$ cat src/rtl/rvga_types.sv
// Shared RV-GA types: word and cacheline data types plus the DDR arbiter's
// FSM state and grant encodings.
package rvga_types;

  typedef logic [31:0]  rvga_word;
  typedef logic [255:0] rvga_cacheline;

  typedef enum logic [2:0] {
    IDLE,
    SERVE_I,
    SERVE_D,
    DONE_I,
    DONE_D
  } arb_state_e;

  typedef enum logic {
    ICACHE,
    DCACHE
  } arb_grant_e;

endpackage

$ cat src/rtl/ddr_arb_rr.sv
// Two-requester round-robin picker: on a tie the requester that was not
// granted last wins. Purely combinational.
module ddr_arb_rr
  import rvga_types::*;
(
  input  logic       req_icache,
  input  logic       req_dcache,
  input  arb_grant_e last_grant,
  output logic       grant_valid,
  output arb_grant_e grant
);

  always_comb begin
    grant_valid = req_icache | req_dcache;
    grant       = ICACHE;
    if (req_icache && req_dcache)
      grant = (last_grant == ICACHE) ? DCACHE : ICACHE;
    else if (req_dcache)
      grant = DCACHE;
  end

endmodule

$ cat src/rtl/ddr_arbiter.sv
// Arbitrates the icache and dcache line requests onto one memory port, one
// transaction at a time. Define ARB_PERF_CNT_EN to add performance counters.
module ddr_arbiter
  import rvga_types::*;
#(
  parameter int addr_width = 32,
  parameter int line_width = 256,
  parameter int line_bytes = 32
) (
  input  logic                  clk,
  input  logic                  rst,
  input  logic [addr_width-1:0] icache_iddr_addr,
  input  logic                  icache_iddr_read,
  output logic [line_width-1:0] iddr_icache_rdata,
  output logic                  iddr_icache_resp,
  input  logic [addr_width-1:0] dcache_dddr_addr,
  input  logic                  dcache_dddr_read,
  input  logic                  dcache_dddr_write,
  input  logic [line_width-1:0] dcache_dddr_wdata,
  output logic [line_width-1:0] dddr_dcache_rdata,
  output logic                  dddr_dcache_resp,
  output logic [addr_width-1:0] arb_mem_addr,
  output logic                  arb_mem_read,
  output logic                  arb_mem_write,
  output logic [line_width-1:0] arb_mem_wdata,
  input  logic [line_width-1:0] mem_arb_rdata,
  input  logic                  mem_arb_resp
`ifdef ARB_PERF_CNT_EN
  ,
  output logic [31:0]           perf_icache_grants,
  output logic [31:0]           perf_dcache_grants,
  output logic [31:0]           perf_wait_cycles
`endif
);

  localparam logic [addr_width-1:0] align_mask = ~addr_width'(line_bytes - 1);

  arb_state_e state;
  arb_grant_e last_grant;
  arb_grant_e grant;
  logic       grant_valid;
  logic       icache_req;
  logic       dcache_req;

  assign icache_req = icache_iddr_read;
  assign dcache_req = dcache_dddr_read | dcache_dddr_write;

  ddr_arb_rr u_rr (
    .req_icache  (icache_req),
    .req_dcache  (dcache_req),
    .last_grant  (last_grant),
    .grant_valid (grant_valid),
    .grant       (grant)
  );

  // Grants are only taken in IDLE, so a request still high during DONE is never re-served.
  always_ff @(posedge clk) begin
    if (rst) begin
      state             <= IDLE;
      last_grant        <= DCACHE;
      arb_mem_addr      <= '0;
      arb_mem_read      <= 1'b0;
      arb_mem_write     <= 1'b0;
      arb_mem_wdata     <= '0;
      iddr_icache_rdata <= '0;
      iddr_icache_resp  <= 1'b0;
      dddr_dcache_rdata <= '0;
      dddr_dcache_resp  <= 1'b0;
    end else begin
      case (state)
        IDLE: begin
          if (grant_valid) begin
            last_grant <= grant;
            if (grant == ICACHE) begin
              arb_mem_addr  <= icache_iddr_addr & align_mask;
              arb_mem_read  <= 1'b1;
              arb_mem_write <= 1'b0;
              state         <= SERVE_I;
            end else begin
              // A dcache asserting both read and write is treated as a write.
              arb_mem_addr  <= dcache_dddr_addr & align_mask;
              arb_mem_read  <= ~dcache_dddr_write;
              arb_mem_write <= dcache_dddr_write;
              arb_mem_wdata <= dcache_dddr_wdata;
              state         <= SERVE_D;
            end
          end
        end
        SERVE_I: begin
          if (mem_arb_resp) begin
            iddr_icache_rdata <= mem_arb_rdata;
            arb_mem_read      <= 1'b0;
            arb_mem_write     <= 1'b0;
            iddr_icache_resp  <= 1'b1;
            state             <= DONE_I;
          end
        end
        SERVE_D: begin
          if (mem_arb_resp) begin
            if (arb_mem_read)
              dddr_dcache_rdata <= mem_arb_rdata;
            arb_mem_read     <= 1'b0;
            arb_mem_write    <= 1'b0;
            dddr_dcache_resp <= 1'b1;
            state            <= DONE_D;
          end
        end
        DONE_I: begin
          iddr_icache_resp <= 1'b0;
          state            <= IDLE;
        end
        DONE_D: begin
          dddr_dcache_resp <= 1'b0;
          state            <= IDLE;
        end
        default: state <= IDLE;
      endcase
    end
  end

`ifdef ARB_PERF_CNT_EN
  logic serving_i;
  logic serving_d;

  assign serving_i = (state == SERVE_I) || (state == DONE_I);
  assign serving_d = (state == SERVE_D) || (state == DONE_D);

  // Saturating counters; a wait cycle is one where a cache is blocked by the other's transaction.
  always_ff @(posedge clk) begin
    if (rst) begin
      perf_icache_grants <= '0;
      perf_dcache_grants <= '0;
      perf_wait_cycles   <= '0;
    end else begin
      if ((state == IDLE) && grant_valid && (grant == ICACHE) && (perf_icache_grants != '1))
        perf_icache_grants <= perf_icache_grants + 32'd1;
      if ((state == IDLE) && grant_valid && (grant == DCACHE) && (perf_dcache_grants != '1))
        perf_dcache_grants <= perf_dcache_grants + 32'd1;
      if (((serving_i && dcache_req) || (serving_d && icache_req)) && (perf_wait_cycles != '1))
        perf_wait_cycles <= perf_wait_cycles + 32'd1;
    end
  end
`endif

endmodule

$ cat config.mk
export PLATFORM = sky130hd
export DESIGN_NAME = ddr_arbiter
export DESIGN_NICKNAME = d
export VERILOG_FILES = /design/src/rtl/rvga_types.sv /design/src/rtl/ddr_arb_rr.sv /design/src/rtl/ddr_arbiter.sv
export SDC_FILE = /design/constraint.sdc
export NUM_CORES = 2
export LEC_CHECK = 0
export CORE_AREA = 2 2 536 538
export CTS_BUF_LIST = sky130_fd_sc_hd__clkbuf_4 sky130_fd_sc_hd__clkbuf_8 sky130_fd_sc_hd__clkbuf_16
export CTS_CLUSTER_SIZE = 16
export DETAILED_ROUTE_END_ITERATION = 10
export DIE_AREA = 0 0 538 540
export PLACE_DENSITY = 0.32
export SKIP_CTS_REPAIR_TIMING = 1
export SYNTH_ARGS = -nofsm -noshare
export SYNTH_HDL_FRONTEND = slang
export SYNTH_HIERARCHICAL = 1
export SYNTH_SLANG_ARGS = --single-unit
$ cat constraint.sdc
create_clock -name clk -period 1.7 [get_ports clk]
set_input_delay 0.17 -clock clk [delete_from_list [all_inputs] [get_ports clk]]
set_output_delay 0.17 -clock clk [all_outputs]
set_load 0.02 [all_outputs]
==> flow_summary.yaml <==
place:
  hpwl_um: 149000
  preCtsSetupSlack_ps: -868
  io_buffers: 1370
  placement.cell_area_um2: 47100
  gp_congestion: 0.805
min_path:
  hold_path.class: "in -> reg"
clocking:
  h-tree-depth: 3
  cts_num_sinks: 803
  cts_tree: "yes"
  clk_latency_ps: 830
  numCtsBuffers: 111
  cts_buffer_depth: 4
  root_buffer: "clkbuf_16"
  path_clk_slew_ps: 60
floorplanning:
  die_h_um: 540
  initial_core_util_pct: 9.78
  die_area_um2: 291000
  coreArea_um2: 284000
  die_w_um: 538
  rows: 196
  ios: 1386
flow_run:
  maxCapViolations: 0
timing:
  rsz0062_at_grt: "yes"
  final_hold_viol_count: 0
  fmax_mhz: 515
  finalSetupTns_ps: -50330
  finalMaxSlewViolations: 0
  clock_skew_ps: 27.8
  layout_setup_ws_ps: -242
  fin_crit_ps: 1940
  hold_ws_ps: 12.0
  setup_viol: 535
  period_share_pct: 114
worst_setup_path:
  crit_fanout: 20
  crit_top_cell: "clkbuf_16"
  endpoint_kind: "register"
  cp_slowest_cell: "dfxtp_2"
  critPathLaunchType: "register"
  worst_ep_arrival_time_ps: 2630
  reg2reg_slack_ps: -240
  critPathRequiredTime_ps: 2390
  crit_type: "reg -> reg"
  slowest_delay_ps: 330
  path_cells: "buf_6 > nand3b_1 > buf_4 > or2_4 > buf_12 > clkbuf_16 > clkbuf_16 > nand2_1 > a21oi_1"
synth:
  avgSynthCellArea_um2: 7.92
  ys_ff_latch: 803
  yosys_warnings: 6
  synthCells: 3511
  synth_cell_types: 33
  syn_area_um2: 27800
  ys_seq_area_share_pct: 57.8
layout:
  final_area_um2: 58400
  layout_common_cells: "nand2_1, dfxtp_1, a21oi_1"
  area_growth_pct: 110
  final_common_cell: "nand2_1"
  final_util_pct: 20.5
  drive_gt1_share_pct: 20.6
  nets: 6019
global_route:
  grt_pass1_vias: 29200
  antenna_found_initial: 40
  grt_overflow: 0
  grt_max_degree: 72
  grt_pass1_wl_um: 246000
  track_usage_pct: 12.1
drt:
  wl_um: 195000
  drc_errors: 0
  drtPass1Iterations: 5
  drt-wirelength-per-cell_um: 20.9
  ant_nets: 0
  routed-via-count: 31500
  vias_per_cell: 3.38
  drt_iter0_markers: 1198
run_status:
  status: "complete, but fails checks"
  failed_checks: "setup timing"
power:
  powerDensity_nw_per_um2: 989
  vdd_drop_max_mv: 0.665
  p_leak_uw: 0.0289
synthesized netlist by cell type, drive strengths merged:
library cell  instances  area, um^2
and3                  1        6.26
nand2              1539        5780
a211oi               28         210
a211o                 2        17.5
conb                  1        3.75
nor3                  2        10.0
nor2                 31         116
nor4                  2        12.5
o21bai                1        7.51
a221oi                1        8.76
o21ai                 2        10.0
mux2                  1        11.3
nand3                 1        5.00
or4                   1        7.51
a21oi               771        3860
nand2b                1        6.26
buf                 126         709
inv                   4        15.0
nor2b                 3        18.8
and2                  2        12.5
nand3b                1        7.51
nor3b                 1        7.51
dfxtp               803       16100
clkbuf              152         571
nor4b                 1        23.8
mux2i                28         280
a21boi                1        7.51
or2                   3        18.8
xnor2                 1        8.76
logic make-up after synthesis:
logic type,share of synthesized area [%]
xor+xnor,0.0315
flops,57.8
other cells,0.0135
mux,1.05
buf+inv,4.65
compound gates,14.8
simple gates,21.7
through the flow:
step	instances	total power, uW
after floorplan	3515	25500
after global placement	8562	32200
after detailed placement	8562	32200
after CTS	8761	57000
after global routing	9299	60500
final	9305	57800
layout make-up:
type                    instances  area (um^2)
flip-flops and latches        803        16100
clock buffers                 173         3390
diodes                         20         50.0
clock inverters                26          339
inverters                       4         15.0
fillers                     31800       226000
repair buffers               2087        21700
multi-input cells            2430        12100
well taps                    3762         4710
power by group:
group / leakage (uW) / internal (uW) / switching, uW
logic: 0.0205 / 5890 / 6960
registers: 0.00653 / 20100 / 810
clock network: 0.00187 / 14500 / 9610
per-layer routing:
| metal | routed length, um | vias up | track usage [%] | share of wire, % |
|---|---|---|---|---|
| met5 | 55 | - | 0.0167 | 0.028 |
| met2 | 96500 | 1139 | 21.0 | 50 |
| met3 | 18600 | 224 | 6.20 | 9.5 |
| li1 | - | 15200 | - | - |
| met1 | 75500 | 14900 | 12.7 | 39 |
| met4 | 4030 | 8 | 3.21 | 2.1 |
sequential cells by signal, summed over array words and instances (netlist names):
signal,count
arb_mem_read,1
state,3
arb_mem_wdata,256
arb_mem_write,1
last_grant,1
arb_mem_addr,27
iddr_icache_resp,1
dddr_dcache_resp,1
iddr_icache_rdata,256
dddr_dcache_rdata,256
critical path, delay by kind of cell, from the launching register on:
| kind | cells | cell delay [ps] |
|---|---|---|
| buffers and inverters | 5 | 820 |
| flip-flops | 1 | 330 |
| AND/OR/NAND/NOR | 3 | 560 |
| AO/OA/AOI/OAI | 1 | 60 |
worst paths after layout:
| kind | from | end | depth (start not counted) |
|---|---|---|---|
| min reg2reg | dddr_dcache_rdata[228]$_SDFFE_PP0P_ | dddr_dcache_rdata[228]$_SDFFE_PP0P_ | 2 |
| max | state[2]$_SDFFE_PP0P_ | iddr_icache_rdata[207]$_SDFFE_PP0P_ | 9 |
| max reg2reg | state[2]$_SDFFE_PP0P_ | iddr_icache_rdata[207]$_SDFFE_PP0P_ | 9 |
| min | dcache_dddr_wdata[96] | arb_mem_wdata[96]$_SDFFE_PP0P_ | 3 |
(Power assumes the default switching activity.)
